`config.mk`:
```
export PLATFORM = sky130hd
export DESIGN_NAME = reg_scoreboard_flat
export DESIGN_NICKNAME = d
export VERILOG_FILES = /design/src/rtl/reg_scoreboard_if.sv /design/src/rtl/reg_scoreboard.sv /design/src/flat_wrapper.sv
export SDC_FILE = /design/constraint.sdc
export NUM_CORES = 1
export LEC_CHECK = 0
export CAP_MARGIN = 10
export CORE_ASPECT_RATIO = 1.2
export CORE_MARGIN = 3
export CORE_UTILIZATION = 35
export DETAILED_ROUTE_END_ITERATION = 16
export PLACE_DENSITY_LB_ADDON = 0.2
export SETUP_SLACK_MARGIN = 0.02
export SYNTH_ARGS = -nofsm -noshare
export SYNTH_HDL_FRONTEND = slang
export SYNTH_SLANG_ARGS = --single-unit
```
`constraint.sdc`:
```
create_clock -name clk_i -period 8.5 [get_ports clk_i]
set_clock_uncertainty 0.2 [all_clocks]
set_input_delay 1.275 -clock clk_i [delete_from_list [all_inputs] [get_ports clk_i]]
set_output_delay 1.275 -clock clk_i [all_outputs]
set_load 0.05 [all_outputs]
```
`src/rtl/reg_scoreboard_if.sv`:
```
// -----------------------------------------------------------------------------
// reg_scoreboard_if
// Bundles the ID-stage hazard-query signals, the EX-stage load information,
// the long-latency writeback port and the scoreboard status outputs.
//
// Modports:
//   master - pipeline side: drives the ID/EX/WB information, observes the
//            stall, pending mask, outstanding count, stall counter and error.
//   slave  - scoreboard side: the reverse directions.
//
// Parameter:
//   CNT_W  - width of the stall performance counter (must match the
//            scoreboard instance).
// -----------------------------------------------------------------------------
interface reg_scoreboard_if #(
  parameter int CNT_W = 16
);
  // ID stage instruction
  logic             IFID_valid_i;
  logic [4:0]       IFID_rs1_i;
  logic [4:0]       IFID_rs2_i;
  logic [4:0]       IFID_rd_i;
  logic             IFID_use_rs1_i;
  logic             IFID_use_rs2_i;
  logic             IFID_RegWrite_i;
  logic             IFID_long_i;
  // EX stage ordinary load
  logic             IDEX_MemRead_i;
  logic [4:0]       IDEX_rd_i;
  // Long-latency writeback
  logic             wb_valid_i;
  logic [4:0]       wb_rd_i;
  // Status
  logic             stall_o;
  logic [31:0]      pending_o;
  logic [3:0]       outstanding_o;
  logic [CNT_W-1:0] stall_cnt_o;
  logic             err_o;

  modport master (
    output IFID_valid_i, IFID_rs1_i, IFID_rs2_i, IFID_rd_i,
           IFID_use_rs1_i, IFID_use_rs2_i, IFID_RegWrite_i, IFID_long_i,
           IDEX_MemRead_i, IDEX_rd_i, wb_valid_i, wb_rd_i,
    input  stall_o, pending_o, outstanding_o, stall_cnt_o, err_o
  );

  modport slave (
    input  IFID_valid_i, IFID_rs1_i, IFID_rs2_i, IFID_rd_i,
           IFID_use_rs1_i, IFID_use_rs2_i, IFID_RegWrite_i, IFID_long_i,
           IDEX_MemRead_i, IDEX_rd_i, wb_valid_i, wb_rd_i,
    output stall_o, pending_o, outstanding_o, stall_cnt_o, err_o
  );
endinterface

```
`src/rtl/reg_scoreboard.sv`:
```
// -----------------------------------------------------------------------------
// reg_scoreboard
// Register scoreboard beside the ID stage. Tracks destination registers of
// in-flight long-latency producers (multicycle loads, MUL/DIV) and stalls the
// ID instruction on RAW/WAW against them, when the tracking capacity is
// exhausted, or on the classic one-bubble load-use hazard.
//
// Ports:
//   clk_i  - clock, rising edge
//   rst_i  - asynchronous active-low reset
//   bus    - reg_scoreboard_if.slave: ID query, EX load info, writeback port,
//            stall_o (combinational), pending_o / outstanding_o /
//            stall_cnt_o / err_o (registered)
//
// Parameters:
//   MAX_OUT - maximum simultaneously outstanding long writebacks (1..15)
//   CNT_W   - stall counter width
// -----------------------------------------------------------------------------
module reg_scoreboard #(
  parameter int MAX_OUT = 4,
  parameter int CNT_W   = 16
) (
  input  logic              clk_i,
  input  logic              rst_i,
  reg_scoreboard_if.slave   bus
);

  localparam logic [3:0] MAX_OUT_C = 4'(MAX_OUT);

  logic [31:0]      r_pending;
  logic [3:0]       r_outstanding;
  logic [CNT_W-1:0] r_stall_cnt;
  logic             r_err;

  logic        w_raw;
  logic        w_waw;
  logic        w_full;
  logic        w_loaduse;
  logic        w_stall;
  logic        w_issue;
  logic        w_wb_act;
  logic        w_wb_hit;
  logic        w_wb_err;
  logic [31:0] w_pending_next;
  logic [3:0]  w_outstanding_next;

  // Hazard terms look only at the registered pending mask, so a writeback
  // arriving this cycle releases a dependent instruction on the next cycle.
  assign w_raw = (bus.IFID_use_rs1_i && (bus.IFID_rs1_i != 5'd0) && r_pending[bus.IFID_rs1_i]) ||
                 (bus.IFID_use_rs2_i && (bus.IFID_rs2_i != 5'd0) && r_pending[bus.IFID_rs2_i]);

  assign w_waw = bus.IFID_RegWrite_i && (bus.IFID_rd_i != 5'd0) && r_pending[bus.IFID_rd_i];

  assign w_full = bus.IFID_long_i && bus.IFID_RegWrite_i && (bus.IFID_rd_i != 5'd0) &&
                  (r_outstanding == MAX_OUT_C);

  assign w_loaduse = bus.IDEX_MemRead_i && (bus.IDEX_rd_i != 5'd0) &&
                     ((bus.IFID_use_rs1_i && (bus.IDEX_rd_i == bus.IFID_rs1_i)) ||
                      (bus.IFID_use_rs2_i && (bus.IDEX_rd_i == bus.IFID_rs2_i)));

  assign w_stall = bus.IFID_valid_i && (w_raw || w_waw || w_full || w_loaduse);

  // Only long ops that really write a non-zero register are tracked.
  assign w_issue = bus.IFID_valid_i && bus.IFID_long_i && bus.IFID_RegWrite_i &&
                   (bus.IFID_rd_i != 5'd0) && !w_stall;

  assign w_wb_act = bus.wb_valid_i && (bus.wb_rd_i != 5'd0);
  assign w_wb_hit = w_wb_act && r_pending[bus.wb_rd_i];
  assign w_wb_err = w_wb_act && !r_pending[bus.wb_rd_i];

  // Per-register next state. x0 is never tracked. An issue and a writeback
  // in the same cycle cannot name the same register (the WAW term blocks
  // that issue), so set and clear never collide.
  genvar gi;
  generate
    for (gi = 0; gi < 32; gi++) begin : g_pend
      if (gi == 0) begin : g_zero
        assign w_pending_next[gi] = 1'b0;
      end else begin : g_reg
        assign w_pending_next[gi] =
          (r_pending[gi] && !(w_wb_hit && (bus.wb_rd_i == 5'(gi)))) ||
          (w_issue && (bus.IFID_rd_i == 5'(gi)));
      end
    end
  endgenerate

  // Issue and matching writeback together leave the count unchanged.
  always_comb begin
    w_outstanding_next = r_outstanding;
    case ({w_issue, w_wb_hit})
      2'b10:   w_outstanding_next = r_outstanding + 4'd1;
      2'b01:   w_outstanding_next = r_outstanding - 4'd1;
      default: w_outstanding_next = r_outstanding;
    endcase
  end

  always_ff @(posedge clk_i or negedge rst_i) begin
    if (!rst_i) begin
      r_pending     <= 32'd0;
      r_outstanding <= 4'd0;
      r_stall_cnt   <= '0;
      r_err         <= 1'b0;
    end else begin
      r_pending     <= w_pending_next;
      r_outstanding <= w_outstanding_next;
      if (w_stall && (r_stall_cnt != {CNT_W{1'b1}})) begin
        r_stall_cnt <= r_stall_cnt + CNT_W'(1);
      end
      // Writeback to a register that is not pending is a protocol error;
      // the flag is sticky until reset.
      if (w_wb_err) begin
        r_err <= 1'b1;
      end
    end
  end

  assign bus.stall_o       = w_stall;
  assign bus.pending_o     = r_pending;
  assign bus.outstanding_o = r_outstanding;
  assign bus.stall_cnt_o   = r_stall_cnt;
  assign bus.err_o         = r_err;

endmodule

```
`src/flat_wrapper.sv`:
```
// flat-port wrapper written by rule: the top's interface ports become plain ports
module reg_scoreboard_flat 
#(
  parameter int MAX_OUT = 4,
  parameter int CNT_W   = 16
)
  (clk_i, rst_i, bus_IFID_valid_i, bus_IFID_rs1_i, bus_IFID_rs2_i, bus_IFID_rd_i, bus_IFID_use_rs1_i, bus_IFID_use_rs2_i, bus_IFID_RegWrite_i, bus_IFID_long_i, bus_IDEX_MemRead_i, bus_IDEX_rd_i, bus_wb_valid_i, bus_wb_rd_i, bus_stall_o, bus_pending_o, bus_outstanding_o, bus_stall_cnt_o, bus_err_o);
  reg_scoreboard_if #(.CNT_W(CNT_W)) bus_i ();
  input  logic clk_i;
  input  logic rst_i;
  input wire logic [$bits(bus_i.IFID_valid_i)-1:0] bus_IFID_valid_i;
  input wire logic [$bits(bus_i.IFID_rs1_i)-1:0] bus_IFID_rs1_i;
  input wire logic [$bits(bus_i.IFID_rs2_i)-1:0] bus_IFID_rs2_i;
  input wire logic [$bits(bus_i.IFID_rd_i)-1:0] bus_IFID_rd_i;
  input wire logic [$bits(bus_i.IFID_use_rs1_i)-1:0] bus_IFID_use_rs1_i;
  input wire logic [$bits(bus_i.IFID_use_rs2_i)-1:0] bus_IFID_use_rs2_i;
  input wire logic [$bits(bus_i.IFID_RegWrite_i)-1:0] bus_IFID_RegWrite_i;
  input wire logic [$bits(bus_i.IFID_long_i)-1:0] bus_IFID_long_i;
  input wire logic [$bits(bus_i.IDEX_MemRead_i)-1:0] bus_IDEX_MemRead_i;
  input wire logic [$bits(bus_i.IDEX_rd_i)-1:0] bus_IDEX_rd_i;
  input wire logic [$bits(bus_i.wb_valid_i)-1:0] bus_wb_valid_i;
  input wire logic [$bits(bus_i.wb_rd_i)-1:0] bus_wb_rd_i;
  output wire logic [$bits(bus_i.stall_o)-1:0] bus_stall_o;
  output wire logic [$bits(bus_i.pending_o)-1:0] bus_pending_o;
  output wire logic [$bits(bus_i.outstanding_o)-1:0] bus_outstanding_o;
  output wire logic [$bits(bus_i.stall_cnt_o)-1:0] bus_stall_cnt_o;
  output wire logic [$bits(bus_i.err_o)-1:0] bus_err_o;
  assign bus_i.IFID_valid_i = bus_IFID_valid_i;
  assign bus_i.IFID_rs1_i = bus_IFID_rs1_i;
  assign bus_i.IFID_rs2_i = bus_IFID_rs2_i;
  assign bus_i.IFID_rd_i = bus_IFID_rd_i;
  assign bus_i.IFID_use_rs1_i = bus_IFID_use_rs1_i;
  assign bus_i.IFID_use_rs2_i = bus_IFID_use_rs2_i;
  assign bus_i.IFID_RegWrite_i = bus_IFID_RegWrite_i;
  assign bus_i.IFID_long_i = bus_IFID_long_i;
  assign bus_i.IDEX_MemRead_i = bus_IDEX_MemRead_i;
  assign bus_i.IDEX_rd_i = bus_IDEX_rd_i;
  assign bus_i.wb_valid_i = bus_wb_valid_i;
  assign bus_i.wb_rd_i = bus_wb_rd_i;
  assign bus_stall_o = bus_i.stall_o;
  assign bus_pending_o = bus_i.pending_o;
  assign bus_outstanding_o = bus_i.outstanding_o;
  assign bus_stall_cnt_o = bus_i.stall_cnt_o;
  assign bus_err_o = bus_i.err_o;
  reg_scoreboard #(.MAX_OUT(MAX_OUT), .CNT_W(CNT_W)) u_core (.clk_i(clk_i), .rst_i(rst_i), .bus(bus_i));
endmodule
```
== Yosys cells after proc, flatten, opt, wreduce, memory -nomap -nowiden ==
Cells that the tools add are included.

* Latch bits: 0
* ROM bits: 0
* Register bits after elaboration: 52
* Logic and storage cells: 278
* Memories kept: 0
* Output and inout port bits: 54
* Bits of input ports: 34
* RAM bits: 0

* $add $sub $neg: 3
* Reduce and logical (&&, ||, !) cells: 190
* Multiply operators: 0
* Equal/unequal tests: 68
* Mux-type cells: 9
* $lt $le $gt $ge: 4
* Shifts and indexed selects: 0
* Divide/modulo/power cells: 0
* Bitwise gates (word level): 0

{| class="wikitable"
|+ Operator list
! kind !! count
|-
| $eq 5x5->1 const B || 32
|-
| $logic_and 1x1->1 || 115
|-
| $eq 5x4->1 const B || 16
|-
| $eq 5x3->1 const B || 8
|-
| $logic_or 1x1->1 || 36
|-
| $logic_not 1->1 || 33
|-
| $reduce_bool 5->1 || 5
|-
| $lt 5x6->1 const B || 4
|-
| $bmux 1 s5 || 4
|-
| $eq 5x2->1 const B || 4
|-
| $add 16x1->16 const B || 1
|-
| $ne 16x16->1 const B || 1
|-
| $eq 5x1->1 const B || 2
|-
| $eq 5x5->1 || 2
|-
| $pmux 4 s2 || 1
|-
| $add 4x1->4 const B || 1
|-
| $eq 4x3->1 const B || 1
|-
| $mux 1 || 4
|-
| $sub 4x1->4 const B || 1
|-
| $eq 2x1->1 const B || 1
|-
| $eq 2x2->1 const B || 1
|-
| $reduce_bool 2->1 || 1
|}

== Longest topological paths before layout ==
Gate-level depths: netlist of the first run.

* Depth after elaboration: 12
* Mapped depth: 17

== Least setup slack after synthesis of the first run ==
No wires, ideal clock.

* Kind: input to output
* Start: input port bus_IFID_rs2_i[2]
* End: output port bus_stall_o
* Required time: 7.025 ns
* Arrival: 3.549 ns
* Slack: 3.476 ns
* Buffers on the path: 3
* Cell stages on the path: 9
* Cells stage by stage: clkbuf_1 -> or3b_2 -> o221a_2 -> a41oi_1 -> o31ai_1 -> and4_1 -> buf_6 -> buf_4 -> nor2b_1

* Word-level cells in the longest chain between the ends: 8
* Elaborated cells on any way between the ends: 14

{| class="wikitable"
|+ RTL lines
! what !! line !! RTL
|-
| start: declaration || flat_wrapper.sv:13 || <nowiki>input wire logic [$bits(bus_i.IFID_rs2_i)-1:0] bus_IFID_rs2_i;</nowiki>
|-
| $bmux 1 s5 / $reduce_bool 5->1 (equally long branches) || reg_scoreboard.sv:50 || <nowiki>(bus.IFID_use_rs2_i && (bus.IFID_rs2_i != 5'd0) && r_pending[bus.IFID_rs2_i]);</nowiki>
|-
| $mux 1 (implied by the code) / $logic_and 1x1->1 (equally long branches) || reg_scoreboard.sv:50 ||
|-
| $logic_and 1x1->1 || reg_scoreboard.sv:50 ||
|-
| $logic_or 1x1->1 || reg_scoreboard.sv:49 || <nowiki>assign w_raw = (bus.IFID_use_rs1_i && (bus.IFID_rs1_i != 5'd0) && r_pending[bus.IFID_rs1_i]) ||</nowiki>
|-
| $logic_or 1x1->1 (2 in series) || reg_scoreboard.sv:61 || <nowiki>assign w_stall = bus.IFID_valid_i && (w_raw || w_waw || w_full || w_loaduse);</nowiki>
|-
| $logic_or 1x1->1 (*) || reg_scoreboard.sv:61 ||
|-
| $logic_and 1x1->1 (*) || reg_scoreboard.sv:61 ||
|-
| end: declaration || flat_wrapper.sv:23 || <nowiki>output wire logic [$bits(bus_i.stall_o)-1:0] bus_stall_o;</nowiki>
|}

Mark *: on every way between the ends. The rest lies on a longest branch, timed or not. The select of a mux whose other input is x is not followed.

== Worst setup path after layout of the first run ==
* Start: input port bus_IFID_rs1_i[0]
* End: output port bus_stall_o

* Word-level cells in the longest chain between the ends: 8
* Elaborated cells on any way between the ends: 14

{| class="wikitable"
|+ RTL lines
! what !! line !! RTL
|-
| start: declaration || flat_wrapper.sv:12 || <nowiki>input wire logic [$bits(bus_i.IFID_rs1_i)-1:0] bus_IFID_rs1_i;</nowiki>
|-
| $bmux 1 s5 / $reduce_bool 5->1 (equally long branches) || reg_scoreboard.sv:49 ||
|-
| $mux 1 (implied by the code) / $logic_and 1x1->1 (equally long branches) || reg_scoreboard.sv:49 ||
|-
| $logic_and 1x1->1 || reg_scoreboard.sv:49 ||
|-
| $logic_or 1x1->1 || reg_scoreboard.sv:49 ||
|-
| $logic_or 1x1->1 (2 in series) || reg_scoreboard.sv:61 ||
|-
| $logic_or 1x1->1 (*) || reg_scoreboard.sv:61 ||
|-
| $logic_and 1x1->1 (*) || reg_scoreboard.sv:61 ||
|}

Marks and branches as above.

==> results.md, run 1 <==
* Synthesized area at around 3800 um2
* Top post-synthesis cells by area: dfrtp_1 (34%), mux4_2 (17%), o21ai_0 (5.9%)
* Final worst path period share at 72.42%
* Buffers & Inverters on Critical Path at 3
* Setup_tns at 0 ns
* First-pass GRT wire length at 19160 um
* Top_reg_cell synth: dfrtp_1
* Aggregate routed wire length at around 12000 um
* Worst min path class: reg2reg
* Via density at 6.021
* Initial antenna violation count at 0
* Asr flop ratio synth at 100.0%
* Yosys warns at 0
* Standard-cell rows at 41
* Crit-path leading delay family: buffers and inverters
* # DRC at 0
* CTS HTree Levels at 2
* Crit path DAT at 4.68 ns
* WS Path Type: in2out
* Grt total ovfl at 0
* Area post-placement at 4688 um2
* Synth unique cells at 50
* Leak at about 1.9 nW
* Mapped Cells at 361
* Post-CTS setup buffers at 0
* Fill cells at 1004
* Post-DRT Antenna Nets at 0
* Power Dens Cells at ~210 nW/um2
* CTS buffer count at 5
* Skew-Pair Late Insertion Delay at 0.29 ns
* Final setup vio count at 0
* Die X at ~100 um
* Worst vdd ir at 0.1507 mV
* Largest net degree at the start of global routing at 53
* Commonest non-fill, non-tap cell in the layout: clkdlybuf4s50_1
* Dpl hpwl at about 8700 um
* Number of synthesized flops with an enable pin at 0
* Status: finished clean
* Req. time, crit path at around 7 ns
* Final worst path period need at roughly 6 ns
* Vias in the first global route at 3401
* RSZ-0062 raised after global routing: false
* Die Area at 12130 um2
* Via count at 3396
* Post-cts sizing count at 0
* CP startpoint kind: input port
* IO Pins at just under 90
* Maxcap violations at 0
* Mean area per synthesized cell at 10.51 um2
* Seq/Total Area, Yosys at 34.30%
* Final core occ at 46.09%
* Die Height at between 100 and 150 um
* Net count after synthesis at 399
* Core ar. at approximately 11000 um2
* CTS tree: done
* Slew HR at a little under half
* Pwr Total at approximately 1.0 mW
* Synthesized flop and latch total at 52
* Crit-path max FO at 19
* Initial core utilization at between 30 and 40%
* CTS clk-pin slew, worst paths at 0.07 ns
* Fmax at around 160 MHz
* Slowest-stage cell, CP: clkdlybuf4s50_1
* Post-synth top area cell: dfrtp_1
* Initial DRC Count at 359
* Root Driver: clkbuf_16
* Setup crit end kind: output port
* Layout cells sized above 1 at 15.86%
* Hold Fails Final Rpt at 0
* Final instance area at 4871 um2
* Placer Congestion at about 0.93
* Final Max Slew Viols at 0
* Area delta synth->final at 28.40%
* Critical path's largest stage delay at around 0.86 ns
* Cts hold-fix bufs at 0
* Slew @ Worst Pin at 0.8039 ns
* Total track usage at 20.32%
* CP cell instances: clkdlybuf4s50_1 -> mux4_2 -> mux4_2 -> o2111ai_1 -> and4_1 -> buf_4 -> nor2b_1 -> clkdlybuf4s50_1
* Number of I/O port buffers at 86
* Diode count at 0
* CTS sink cnt at 52
* DR WL/cell at 21.24 um
* Most frequent cells in the layout: clkdlybuf4s50_1 (85), dfrtp_1 (52), o21ai_0 (45)
* Layout Nets at 472
* Yosys top cell area share at around a third
* Iteration count of the initial detailed-routing pass at 5
* CTS Buffer Depth at 2
## cell usage after synthesis (all sizes together) (8+ instances only)
| cell type | n |
|---|---|
| nand2 | 31 |
| dfrtp | 52 |
| nor2 | 13 |
| nand3b | 8 |
| xnor2 | 14 |
| clkbuf | 8 |
| nand3 | 18 |
| o21ai | 65 |
| mux2i | 8 |
| xor2 | 15 |
| nand2b | 8 |
| buf | 14 |
| mux4 | 29 |
## metal layers
metal | wire (um) | GRT usage, %
met1 | 5035 | 28.87
met2 | 5665 | 30.97
met3 | 863 | 3.198
met4 | 418 | 7.897
met5 | 0 | 0
## worst reg2reg max path, cell delays in order (launching register included)
cell	delay, ns
dfrtp_1	0.48
mux4_2	0.48
mux4_2	0.47
o2111ai_1	0.19
and4_1	0.26
buf_4	0.27
nand3_1	0.15
ha_1	0.29
xor2_1	0.16
ha_1	0.18
a21oi_1	0.14
xor2_1	0.16
nor2_1	0.06
xor2_1	0.13
## power breakdown
part           internal (mW)  switching (mW)  leakage (nW)
logic                  0.165           0.247          1.10
registers              0.286          0.0698         0.681
clock network          0.155          0.0877        0.0901
total                  0.606           0.404          1.87
## final timing paths
kind | start | endpoint | slack (ns) | cells past startpoint
setup reg to reg | u_core.bus.pending_o[12] | u_core.bus.outstanding_o[2] | 4.77 | 13
setup / recovery | bus_IFID_rs1_i[0] | bus_stall_o | 2.34 | 8
hold / removal | u_core.bus.err_o | u_core.bus.err_o | 0.26 | 1
min in group asynchronous | rst_i | u_core.bus.outstanding_o[0] | 0.89 | 2
max in group asynchronous | rst_i | u_core.bus.pending_o[29] | 6.76 | 2
hold reg to reg | u_core.bus.err_o | u_core.bus.err_o | 0.26 | 1
## logic make-up (layout without fill, tap and decap cells)
group	count (synthesis)	in the layout	synth area share, %
buf+inv	28	102	4.222
mux	44	44	21.50
flops	52	52	34.30
compound gates	85	85	14.18
simple gates	118	118	17.68
xor+xnor	29	29	6.695
fa+ha+maj	4	4	1.319
other cells	1	1	0.09885
## area by class of cell
cell class,instances,area (um2),share of cell area (%)
multi-input cells,281,2332,47.88
flip-flops and latches,52,1301,26.71
repair buffers,88,870.8,17.88
well taps,129,161.4,3.314
clock buffers,7,152.6,3.134
clock inverters,1,30.03,0.6165
inverters,6,22.52,0.4624
## flip-flops by register name, summed over array words and instances (netlist names)
signal,count
u_core.bus.pending_o,31
u_core.bus.err_o,1
u_core.bus.stall_cnt_o,16
u_core.bus.outstanding_o,4
## per-stage QoR
step	cells	setup slack, ns	hold slack, ns
2_1_floorplan	361	3.476	0.5895
3_5_place_dp	556	2.308	0.2548
3_3_place_gp	556	2.361	0.2570
4_1_cts	564	2.304	0.2721
5_1_grt	564	2.159	0.3016
6_report	564	2.344	0.2645
Note: power is estimated with default switching activity, not from simulation.
==> inputs of run 2 (changes only) <==
==> constraint.sdc (replaced) <==
create_clock -name clk_i -period 5.24 [get_ports clk_i]
set_clock_uncertainty 0.2 [all_clocks]
set_input_delay 0.786 -clock clk_i [delete_from_list [all_inputs] [get_ports clk_i]]
set_output_delay 0.786 -clock clk_i [all_outputs]
set_load 0.05 [all_outputs]
==> results.md, run 2 (synthesized netlist as in run 1, its figures left out) <==
* Status: finished clean
* CTS clk-pin slew, worst paths at about 0.070 ns
* Sequential share of power at 35.7%
* Combinational share of power at between 40% and 50%
* Die Area at 12130 um2
* CTS sink cnt at 52
* Initial core utilization at 35.90%
* Worst vdd ir at 0.2915 mV
* Pint at approximately 960 uW
* Die X at 101.0 um
* WS Path Type: in2out
* Commonest non-fill, non-tap cell in the layout: clkdlybuf4s50_1
* Worst reg2reg setup slack at ~1.8 ns
* Setup_tns at 0 ns
* Iteration count of the initial detailed-routing pass at 5
* CTS HTree Levels at 2
* DR WL/cell at 20.90 um
* Req. time, crit path at 4.25 ns
* Post-DRT Antenna Nets at 0
* Worst setup startpoint: bus_IFID_rs1_i[0]
* CTS buffer count at 5
* IO Pins at 88
* Cts hold-fix bufs at 0
* Dpl hpwl at 8945 um
* Area delta synth->final at 28.73%
* Power Dens Cells at 331.7 nW/um2
* Post-CTS setup buffers at 0
* Via count at approximately 3400
* Number of I/O port buffers at 86
* RSZ-0062 raised after global routing: false
* Initial antenna violation count at 0
* Fmax at 214.7 MHz
* Total track usage at 19.97%
* Crit-path max FO at 18
* CTS Buffer Depth at 2
* Setup crit end kind: output port
* Vias in the first global route at 3430
* Clk pwr share at a little under a quarter
* Final Max Slew Viols at 0
* Maxcap violations at 0
* Crit path DAT at 3.67 ns
* Slew @ Worst Pin at 0.6803 ns
* Hold Fails Final Rpt at 0
* Standard-cell rows at 41
* Final setup vio count at 0
* Skew-Pair Late Insertion Delay at 0.29 ns
* Worst min path class: reg2reg
* Max reg flops at 31
* Grt total ovfl at 0
* Reg-to-reg endpoint: u_core.bus.outstanding_o[2]
* First-pass GRT wire length at 19060 um
* Diode count at 0
* RR Startpoint: u_core.bus.pending_o[15]
* Most frequent cells in the layout: clkdlybuf4s50_1 (84), dfrtp_1 (52), o21ai_0 (45)
* Final worst path period share at 88.88%
* Register-to-Register Path Depth at 12
* Final Hold Slack at about 0.28 ns
* Die Height at 120.0 um
* Layout Nets at roughly 480
* Final worst path period need at 4.657 ns
* Slew HR at 54.65%
* CTS tree: done
* Root Driver: clkbuf_16
* Via density at 5.977
* Sw Share at 40.82%
* Placer Congestion at 0.9193
* Largest net degree at the start of global routing at 53
* Worst setup endpoint: bus_stall_o
* Core ar. at 10570 um2
* Initial DRC Count at approximately 250
* Post-cts sizing count at 0
* Aggregate routed wire length at approximately 12000 um
* NetSw at 661.1 uW
* # DRC at 0
* Layout cells sized above 1 at 16.86%
* CP startpoint kind: input port
* Leak at between 1.5 and 2 nW
run 2: cell count changes in the layout (fill, tap and decap cells not counted), sizes merged:
cell	change
clkdlybuf4s50	-1
clkinv	+1
clkbuf	-2
buf	+5
clkinvlp	+1
run 2: power by group through the flow:
stage | Clock [mW] | Combinational, mW | Sequential (mW)
floorplan | 0 | 0.242 | 0.765
global placement | 0 | 0.669 | 0.581
detailed placement | 0 | 0.673 | 0.583
CTS | 0.379 | 0.675 | 0.576
global route | 0.394 | 0.715 | 0.591
finish | 0.370 | 0.672 | 0.578
run 2: routing by layer:
layer / share of wire, % / routed length, um / vias up / track usage (%)
met4: 1.8 / 216 / 0 / 5.320
met5: 0 / 0 / - / 0
met2: 50 / 5922 / 130 / 32.32
met1: 42 / 5023 / 1727 / 28.07
li1: - / - / 1524 / -
met3: 6.0 / 711 / 14 / 2.616
run 2: worst min-delay path by stage:
stage	from	endpoint	cells past startpoint
after floorplan	rst_i	u_core.bus.err_o	0
after global placement	u_core.bus.err_o	u_core.bus.err_o	1
after detailed placement	u_core.bus.err_o	u_core.bus.err_o	1
after CTS	u_core.bus.err_o	u_core.bus.err_o	1
after global routing	u_core.bus.err_o	u_core.bus.err_o	1
final	u_core.bus.err_o	u_core.bus.err_o	1
run 2: area by class of cell:
class                   count  area [um2]
flip-flops and latches     52        1301
well taps                 129       161.4
multi-input cells         281        2332
clock buffers               5       125.1
repair buffers             92       898.4
fillers                   984        5684
inverters                   6       22.52
clock inverters             3       42.54
run 2: critical path: stages:
cell,delay (ns)
clkdlybuf4s50_1,0.85
mux4_2,0.58
mux4_2,0.49
o2111ai_1,0.18
and4_1,0.25
buf_4,0.26
nor2b_1,0.07
buf_4,0.19
run 2: through the flow:
stage,instances,utilization (%),total power [mW],cell area (um2),setup WS [ns]
2_1_floorplan,361,-,1.006,3794,1.181
3_3_place_gp,560,44.62,1.250,4716,0.5237
3_5_place_dp,560,44.62,1.256,4716,0.4493
4_1_cts,568,46.21,1.630,4883,0.5312
5_1_grt,568,46.21,1.700,4883,0.3744
6_report,568,46.21,1.620,4883,0.5829
